### src/rtl/usb_rx_pkg.sv
// Shared definitions for the USB receive path: FSM states, error codes and
// the SYNC pattern as seen in the decoded-bit shift register.
package usb_rx_pkg;

    typedef enum logic [1:0] {
        HUNT  = 2'd0,
        RECV  = 2'd1,
        DRAIN = 2'd2
    } rx_state_e;

    localparam logic [1:0] ERR_NONE  = 2'b00;
    localparam logic [1:0] ERR_STUFF = 2'b01;
    localparam logic [1:0] ERR_ALIGN = 2'b10;
    localparam logic [1:0] ERR_OVF   = 2'b11;

    // Newest decoded bit in the MSB: seven 0s followed by a final 1.
    localparam logic [7:0] SYNC_PATTERN = 8'b1000_0000;

    // History fill that can never form part of a SYNC (idle line decodes as 1s).
    localparam logic [6:0] HIST_IDLE = 7'h7F;

endpackage

### src/rtl/nrzi_decoder.sv
// NRZI decoder: a bit is 1 when the line level is unchanged from the previous
// valid bit. The reference level returns to idle J on every EOP.
module nrzi_decoder (
    input  logic gclk,
    input  logic reset,
    input  logic bit_in,
    input  logic bit_valid,
    input  logic eop,
    output logic dbit,
    output logic dbit_valid
);

    logic prev_level_q;
    logic prev_level_d;

    always_comb begin
        prev_level_d = prev_level_q;
        if (eop) begin
            prev_level_d = 1'b1;
        end else if (bit_valid) begin
            prev_level_d = bit_in;
        end
    end

    always_ff @(posedge gclk) begin
        if (reset) begin
            prev_level_q <= 1'b1;
        end else begin
            prev_level_q <= prev_level_d;
        end
    end

    // EOP takes precedence, so a bit arriving with it is discarded.
    assign dbit       = ~(bit_in ^ prev_level_q);
    assign dbit_valid = bit_valid & ~eop;

endmodule

### src/rtl/rx_nrzi_unstuff.sv
// Receive stage: NRZI decode, SYNC hunt, bit unstuffing and LSB-first byte
// assembly, producing a byte stream framed by sop/end/error strobes.
module rx_nrzi_unstuff #(
    parameter int MAX_BYTES   = 1027,
    parameter int STUFF_LIMIT = 6,
    parameter int CNT_W       = 11
) (
    input  logic             gclk,
    input  logic             reset,
    input  logic             rx_bit,
    input  logic             rx_bit_valid,
    input  logic             rx_eop,
    output logic [7:0]       rx_data,
    output logic             rx_data_valid,
    output logic             rx_active,
    output logic             rx_sop,
    output logic             rx_pkt_end,
    output logic             rx_err,
    output logic [1:0]       err_code,
    output logic [CNT_W-1:0] byte_count
);

    import usb_rx_pkg::*;

    localparam int ONES_W = $clog2(STUFF_LIMIT + 1);

    logic dbit;
    logic dbit_valid;

    nrzi_decoder u_nrzi_decoder (
        .gclk       (gclk),
        .reset      (reset),
        .bit_in     (rx_bit),
        .bit_valid  (rx_bit_valid),
        .eop        (rx_eop),
        .dbit       (dbit),
        .dbit_valid (dbit_valid)
    );

    rx_state_e        state_q,      state_d;
    logic [6:0]       hist_q,       hist_d;
    logic [6:0]       shreg_q,      shreg_d;
    logic [2:0]       bit_cnt_q,    bit_cnt_d;
    logic [ONES_W-1:0] ones_cnt_q,  ones_cnt_d;
    logic [1:0]       err_latch_q,  err_latch_d;
    logic [CNT_W-1:0] byte_count_q, byte_count_d;
    logic [7:0]       rx_data_q,    rx_data_d;
    logic             data_valid_q, data_valid_d;
    logic             active_q,     active_d;
    logic             sop_q,        sop_d;
    logic             pkt_end_q,    pkt_end_d;
    logic             err_q,        err_d;
    logic [1:0]       err_code_q,   err_code_d;

    logic [7:0] sync_window;
    logic [7:0] byte_full;

    // Both windows are the stored bits plus the bit arriving this cycle.
    assign sync_window = {dbit, hist_q};
    assign byte_full   = {dbit, shreg_q};

    always_comb begin
        state_d      = state_q;
        hist_d       = hist_q;
        shreg_d      = shreg_q;
        bit_cnt_d    = bit_cnt_q;
        ones_cnt_d   = ones_cnt_q;
        err_latch_d  = err_latch_q;
        byte_count_d = byte_count_q;
        rx_data_d    = rx_data_q;
        active_d     = active_q;
        data_valid_d = 1'b0;
        sop_d        = 1'b0;
        pkt_end_d    = 1'b0;
        err_d        = 1'b0;
        err_code_d   = ERR_NONE;

        case (state_q)
            HUNT: begin
                if (rx_eop) begin
                    hist_d = HIST_IDLE;
                end else if (dbit_valid) begin
                    hist_d = sync_window[7:1];
                    if (sync_window == SYNC_PATTERN) begin
                        state_d      = RECV;
                        hist_d       = HIST_IDLE;
                        sop_d        = 1'b1;
                        active_d     = 1'b1;
                        bit_cnt_d    = 3'd0;
                        byte_count_d = '0;
                        ones_cnt_d   = ONES_W'(1);
                        err_latch_d  = ERR_NONE;
                    end
                end
            end

            RECV: begin
                if (rx_eop) begin
                    state_d   = HUNT;
                    active_d  = 1'b0;
                    pkt_end_d = 1'b1;
                    if (bit_cnt_q != 3'd0) begin
                        err_d      = 1'b1;
                        err_code_d = ERR_ALIGN;
                    end
                end else if (dbit_valid) begin
                    if (ones_cnt_q == ONES_W'(STUFF_LIMIT)) begin
                        if (dbit) begin
                            err_latch_d = ERR_STUFF;
                            state_d     = DRAIN;
                        end else begin
                            ones_cnt_d = '0;
                        end
                    end else begin
                        ones_cnt_d = dbit ? ones_cnt_q + ONES_W'(1) : '0;
                        shreg_d    = byte_full[7:1];
                        bit_cnt_d  = bit_cnt_q + 3'd1;
                        // Last bit of a byte: deliver it unless the packet is already full.
                        if (bit_cnt_q == 3'd7) begin
                            if (byte_count_q == CNT_W'(MAX_BYTES)) begin
                                err_latch_d = ERR_OVF;
                                state_d     = DRAIN;
                            end else begin
                                rx_data_d    = byte_full;
                                data_valid_d = 1'b1;
                                byte_count_d = byte_count_q + CNT_W'(1);
                            end
                        end
                    end
                end
            end

            DRAIN: begin
                if (rx_eop) begin
                    state_d    = HUNT;
                    active_d   = 1'b0;
                    pkt_end_d  = 1'b1;
                    err_d      = 1'b1;
                    err_code_d = err_latch_q;
                end
            end

            default: begin
                state_d = HUNT;
            end
        endcase
    end

    always_ff @(posedge gclk) begin
        if (reset) begin
            state_q      <= HUNT;
            hist_q       <= HIST_IDLE;
            shreg_q      <= '0;
            bit_cnt_q    <= 3'd0;
            ones_cnt_q   <= '0;
            err_latch_q  <= ERR_NONE;
            byte_count_q <= '0;
            rx_data_q    <= 8'h00;
            data_valid_q <= 1'b0;
            active_q     <= 1'b0;
            sop_q        <= 1'b0;
            pkt_end_q    <= 1'b0;
            err_q        <= 1'b0;
            err_code_q   <= ERR_NONE;
        end else begin
            state_q      <= state_d;
            hist_q       <= hist_d;
            shreg_q      <= shreg_d;
            bit_cnt_q    <= bit_cnt_d;
            ones_cnt_q   <= ones_cnt_d;
            err_latch_q  <= err_latch_d;
            byte_count_q <= byte_count_d;
            rx_data_q    <= rx_data_d;
            data_valid_q <= data_valid_d;
            active_q     <= active_d;
            sop_q        <= sop_d;
            pkt_end_q    <= pkt_end_d;
            err_q        <= err_d;
            err_code_q   <= err_code_d;
        end
    end

    assign rx_data       = rx_data_q;
    assign rx_data_valid = data_valid_q;
    assign rx_active     = active_q;
    assign rx_sop        = sop_q;
    assign rx_pkt_end    = pkt_end_q;
    assign rx_err        = err_q;
    assign err_code      = err_code_q;
    assign byte_count    = byte_count_q;

endmodule

### config.mk
export PLATFORM = sky130hd
export DESIGN_NAME = rx_nrzi_unstuff
export DESIGN_NICKNAME = d
export VERILOG_FILES = /design/src/rtl/usb_rx_pkg.sv /design/src/rtl/nrzi_decoder.sv /design/src/rtl/rx_nrzi_unstuff.sv
export SDC_FILE = /design/constraint.sdc
export NUM_CORES = 1
export LEC_CHECK = 0
export BUFFER_PORTS_ARGS = -buffer_cell sky130_fd_sc_hd__buf_2
export CORE_AREA = 4 4 69 77
export CTS_CLUSTER_SIZE = 25
export DETAILED_ROUTE_END_ITERATION = 10
export DIE_AREA = 0 0 73 81
export GPL_TIMING_DRIVEN = 0
export HOLD_SLACK_MARGIN = 0.12
export PLACE_DENSITY = 0.75
export SYNTH_ARGS = -nofsm -noshare
export SYNTH_HDL_FRONTEND = slang
export SYNTH_SLANG_ARGS = --single-unit
### constraint.sdc
create_clock -name gclk -period 2.7 [get_ports gclk]
set_input_delay 0.54 -clock gclk [delete_from_list [all_inputs] [get_ports gclk]]
set_output_delay 0.54 -clock gclk [all_outputs]
set_load 0.005 [all_outputs]
==> flow_metrics.py, run 1 <==
metrics = {
    "sta": {
        "final.period_utilization_pct": 84.1,
        "setup_viol": 0,
        "rsz0062_at_grt": "no",
        "skew_ps": 9.10,
        "setup_slack_ps": 428,
        "fin_setup_tns_ps": 0,
        "max_freq_mhz": 440,
        "drv_slew": 0,
        "hold_violations": 0,
        "relSlewSlack_pct": 64.0,
        "worst_slew_pin_slew_ps": 537,
        "min_period_ps": 2270,
    },
    "worst_setup_path": {
        "crit_arrival_ps": 2470,
        "slowest_delay_ps": 430,
        "required_ps": 2900,
        "reg2reg_depth": 7,
        "reg2reg_to": "state_q[0]",
        "regToRegStartpoint": "bit_cnt_q[0]",
        "crit_top_cell": "ha_1",
        "path_class": "reg -> reg",
        "rrSetupSlack_ps": 430,
        "cpMaxStageDelayCell": "a21boi_0",
        "cp-end-kind": "flop",
        "crit_start": "bit_cnt_q[0]",
        "worstPathMaxFanout": 4,
        "cp.depth": 7,
        "path_buf_inv": 0,
        "worstSetupEndpoint": "state_q[0]",
        "cp_top_family": "compound AO/OA/AOI/OAI gates",
        "setup.worst_path.start_class": "flop",
        "crit_path_cell_trace": "ha_1 > ha_1 > a21boi_0 > nand4_1 > a221oi_1 > mux2i_1 > o31ai_1",
    },
    "synth": {
        "synth_cell_types": 53,
        "synth_enable_flop_cells": 0,
        "async_flop_share_pct": 0,
        "synth_area_leaders": "dfxtp_1 (42%), nand2_1 (6.2%), ha_1 (4.6%)",
        "syn_area_um2": 2430,
        "ys.flop_type": "dfxtp_1",
        "ys_ff_latch": 51,
        "yosysTopAreaCell": "dfxtp_1",
        "syn_nets": 286,
        "yosysSeqAreaShare_pct": 42.1,
        "synthCells": 272,
        "ys_warn_count": 0,
        "avgSynthCellArea_um2": 8.92,
        "synth_top_area_share_pct": 42.1,
    },
    "global_routing": {
        "grt_pass1_wl_um": 9310,
        "grt_max_degree": 19,
        "grt_overflow": 0,
        "grt_pass1_vias": 2000,
        "grt_usage_pct": 19.7,
        "antenna_found_initial": 0,
    },
    "clock_network": {
        "h-tree-depth": 2,
        "cts_max_path_buffers": 2,
        "cts.sinks": 51,
        "cts_inserted_buffers": 5,
        "cts_root_buffer": "clkbuf_8",
        "post_cts.repair.setup_buffers": 0,
        "cts.hold.buffers_added": 0,
        "clock_latency_ps": 320,
        "cts-resized-gates": 0,
        "cts.reportedPaths.clkPinSlew_ps": 110,
        "cts_tree": "built",
    },
    "routing": {
        "drt-total-wl_um": 5280,
        "avgViaCountPerCell": 5.72,
        "drt_iter0_markers": 132,
        "routedWlPerCell_um": 14.5,
        "ant_nets": 0,
        "vias": 2086,
        "drc": 0,
        "firstDrtPassIters": 4,
    },
    "power_and_ir_drop": {
        "peakVddDrop_mv": 0.217,
        "pwr_density_cell_nw_per_um2": 465,
        "p_leak_nw": 1.13,
    },
    "placement": {
        "dp_hpwl_um": 3790,
        "gp_congestion": 0.795,
        "dp_slack_ps": 488,
        "io_buffers": 29,
        "placed_area_um2": 2640,
    },
    "final_layout": {
        "fin_area_um2": 2740,
        "layout.nets": 322,
        "layout_commonest_cell": "dfxtp_1",
        "nFillCells": 424,
        "regArea_um2": 1020,
        "drive_gt1_share_pct": 17.2,
        "layout_common_cells": "dfxtp_1 (51), nand2_1 (40), buf_2 (30), nor2_1 (21), a21oi_1 (17)",
        "multi_input_area_um2": 1330,
        "diodes": 0,
        "area_delta_synth_final_pct": 12.9,
    },
    "run": {
        "maxCapViolCount": 0,
    },
    "die": {
        "dieWidth_um": 73,
        "die_y_um": 81,
        "io_pins": 31,
        "start_util_pct": 52.9,
        "rows": 26,
        "dieArea_um2": 5910,
        "core_um2": 4590,
    },
    "min_path": {
        "min_path_type": "reg -> reg",
    },
    "run_status": {
        "status": "complete, no violations",
    },
}
[final cells by class]
cell class	count	share of cell area, %
Buffer	9	1.42
Multi-Input combinational cell	202	48.5
Sequential cell	51	37.3
Clock buffer	5	2.51
Inverter	10	1.37
Timing Repair Buffer	29	5.30
Tap cell	56	2.56
Clock inverter	3	1.05
[cells in the mapped netlist (all sizes together), types with 3 or more instances]
cell and n:
clkbuf 6, inv 10, o21ai 11, mux2i 10
and3 3, nor4 8, buf 3, dfxtp 51
a21oi 18, nand2 40, and4 3, o22a 7
ha 9, nor3 8, nor2 22, nand2b 9
o22ai 7, nand3 9, nand4 8
[kinds of logic after synthesis]
logic type	share of synthesized area (%)
simple gates	25.7
mux	4.74
compound gates	18.7
flops	42.1
fa+ha+maj	4.64
xor+xnor	1.03
buf+inv	3.15
[layer usage]
layer / routed length (µm) / global-route usage (%) / vias to the layer above
met2: 2490 / 32.5 / 47
met1: 2470 / 25.3 / 974
met3: 234 / 3.96 / 8
met5: 0 / 0 / -
li1: - / - / 1057
met4: 91 / 7.01 / 0
[flip-flops by register name (all words and copies together), names as in the netlist, 2 cells and up]
register / flops
err_code: 2
byte_count: 11
bit_cnt_q: 3
err_latch_q: 2
ones_cnt_q: 3
rx_data: 8
hist_q: 7
shreg_q: 7
state_q: 2
[per-stage QoR]
stage,instances,power [mW],hold slack (ps),util (%)
floorplan,272,0.804,433,-
global placement,357,0.818,444,57.6
detailed placement,357,0.819,465,57.6
CTS,365,1.29,482,59.7
global route,365,1.32,502,59.7
finish,365,1.27,478,59.7
[worst min path at each step]
stage	from	to	slack, ps	depth (start not counted)
after floorplan	hist_q[0]	rx_sop	430	1
after global placement	shreg_q[0]	shreg_q[0]	440	2
after detailed placement	shreg_q[3]	shreg_q[2]	460	2
after CTS	shreg_q[5]	shreg_q[4]	480	2
after global routing	shreg_q[4]	shreg_q[3]	500	2
final	shreg_q[6]	shreg_q[5]	480	2
[tightest hold or removal path, stage by stage (launching register included)]
cell and delay, ps:
dfxtp_1 340, nand2_1 60, a21oi_1 50
[power by group]
part	switching [mW]	total, mW	internal [mW]
sequential	0.00199	0.755	0.753
combinational	0.0319	0.0460	0.0141
clock	0.280	0.472	0.192
total	0.314	1.27	0.960
(Power assumes the default switching activity.)
==> run 2, diff against run 1 <==
==> constraint.sdc (replaced) <==
create_clock -name gclk -period 2.3 [get_ports gclk]
set_input_delay 0.46 -clock gclk [delete_from_list [all_inputs] [get_ports gclk]]
set_output_delay 0.46 -clock gclk [all_outputs]
set_load 0.005 [all_outputs]
==> run 2 against run 1 <==
Net effect: worst setup slack got worse by 160 ps; worst hold slack got worse by 39 ps; sequential power increased by 17%; die area unchanged; combinational power increased by 18%; power increased by 18%; non-clock buffer count unchanged; register-to-register slack got worse by 160 ps; clock-buffer cell count unchanged; critical endpoint is now byte_count[5]; largest cell class unchanged; first-iteration DRC count increased by 22%; cell area increased by 0.14%; critical path depth unchanged.
==> flow_metrics.py, run 2 (synthesized netlist as in run 1, its figures left out) <==
metrics = {
    "global_routing": {
        "grt_util_met3_pct": 3.96,
        "grt_overflow": 0,
        "met2_usage_pct": 32.5,
        "busiest_layer": "met2",
        "grt_pass1_vias": 2000,
        "grt_util_met1_pct": 25.3,
        "grt_max_degree": 19,
        "grt_pass1_wl_um": 9310,
        "grt_usage_pct": 19.7,
        "antenna_found_initial": 0,
    },
    "clock_network": {
        "cts-resized-gates": 0,
        "cts_tree": "built",
        "cts_max_path_buffers": 2,
        "cts_inserted_buffers": 5,
        "h-tree-depth": 2,
        "cts_root_buffer": "clkbuf_8",
        "cts.reportedPaths.clkPinSlew_ps": 110,
        "cts.sinks": 51,
        "cts.hold.buffers_added": 0,
        "post_cts.repair.setup_buffers": 0,
        "clock_latency_ps": 320,
    },
    "sta": {
        "skew_ps": 10.5,
        "drv_slew": 0,
        "fin_setup_tns_ps": 0,
        "setup_slack_ps": 272,
        "min_period_ps": 2030,
        "rsz0062_at_grt": "no",
        "max_freq_mhz": 493,
        "worst_slew_pin_slew_ps": 530,
        "hold_violations": 0,
        "final.period_utilization_pct": 88.2,
        "setup_viol": 0,
        "relSlewSlack_pct": 64.5,
    },
    "routing": {
        "drc": 0,
        "vias": 2105,
        "drt-total-wl_um": 5310,
        "avgViaCountPerCell": 5.77,
        "firstDrtPassIters": 4,
        "routedWlPerCell_um": 14.5,
        "ant_nets": 0,
        "drt_iter0_markers": 161,
    },
    "die": {
        "die_y_um": 81,
        "start_util_pct": 52.9,
        "rows": 26,
        "dieWidth_um": 73,
        "io_pins": 31,
        "core_um2": 4590,
        "dieArea_um2": 5910,
    },
    "placement": {
        "numPlacedInstances": 357,
        "dp_slack_ps": 109,
        "io_buffers": 29,
        "dp_hpwl_um": 3790,
        "gp_congestion": 0.795,
    },
    "worst_setup_path": {
        "setup.worst_path.start_class": "flop",
        "worstPathMaxFanout": 10,
        "crit_arrival_ps": 2230,
        "reg2reg_depth": 7,
        "required_ps": 2510,
        "worstSetupEndpoint": "byte_count[5]",
        "cp-end-kind": "flop",
        "regToRegStartpoint": "state_q[1]",
        "rrSetupSlack_ps": 270,
        "path_class": "reg -> reg",
        "crit_start": "state_q[1]",
        "reg2reg_to": "byte_count[5]",
    },
    "min_path": {
        "min_path_type": "in -> reg",
    },
    "run_status": {
        "status": "complete, no violations",
    },
    "final_layout": {
        "stdcell_count": 365,
        "layout_commonest_cell": "dfxtp_1",
        "nFillCells": 424,
        "diodes": 0,
        "layout.nets": 322,
        "layout_common_cells": "dfxtp_1 (51), nand2_1 (40), buf_2 (30), nor2_1 (21), a21oi_1 (17)",
        "drive_gt1_share_pct": 17.5,
        "largest_register_ff_count": 11,
        "area_delta_synth_final_pct": 13.0,
    },
    "run": {
        "maxCapViolCount": 0,
    },
    "power_and_ir_drop": {
        "pwr_density_cell_nw_per_um2": 546,
        "peakVddDrop_mv": 0.258,
        "p_leak_nw": 1.13,
    },
}
run 2: through the flow:
stage	util (%)	hold WS (ps)	cell area, µm²	power, mW
after floorplan	-	433	2430	0.943
after global placement	57.6	444	2640	0.960
after CTS	59.7	435	2740	1.51
final	59.8	439	2740	1.50
after detailed placement	57.6	465	2640	0.961
after global routing	59.8	472	2740	1.55
run 2: worst min path at each step:
stage	cells after the start	slack [ps]	from	endpoint
6_report	3	440	rx_bit	u_nrzi_decoder.prev_level_q
5_1_grt	3	470	rx_bit_valid	rx_sop
4_1_cts	3	440	rx_bit	u_nrzi_decoder.prev_level_q
3_5_place_dp	2	460	shreg_q[3]	shreg_q[2]
3_3_place_gp	2	440	shreg_q[0]	shreg_q[0]
2_1_floorplan	1	430	hist_q[0]	rx_sop
run 2: area by class of cell:
type	count	area (µm²)	share of cell area, %
Clock buffer	5	68.8	2.51
Clock inverter	3	28.8	1.05
Buffer	9	38.8	1.41
Inverter	10	37.5	1.37
Sequential cell	51	1020	37.2
Timing Repair Buffer	29	145	5.29
Tap cell	56	70.1	2.55
Multi-Input combinational cell	202	1330	48.6
run 2: where the power goes:
part           switching [mW]  leakage, nW  internal, mW
combinational          0.0377        0.670        0.0166
sequential            0.00239        0.411         0.884
clock                   0.330       0.0502         0.226
run 2: routing by layer:
layer	share of wire (%)	vias to the layer above	wire, µm
li1	-	1060	-
met1	47	978	2480
met2	47	57	2490
met3	4.6	10	243
met4	1.7	0	88
met5	0	-	0
run 2: worst max-delay path: stages (launching register included):
cell and delay, ps:
dfxtp_1 330, inv_1 90, ha_1 220, clkbuf_1 370
nand2_1 210, a21oi_4 330, o21bai_4 160, o22a_1 200
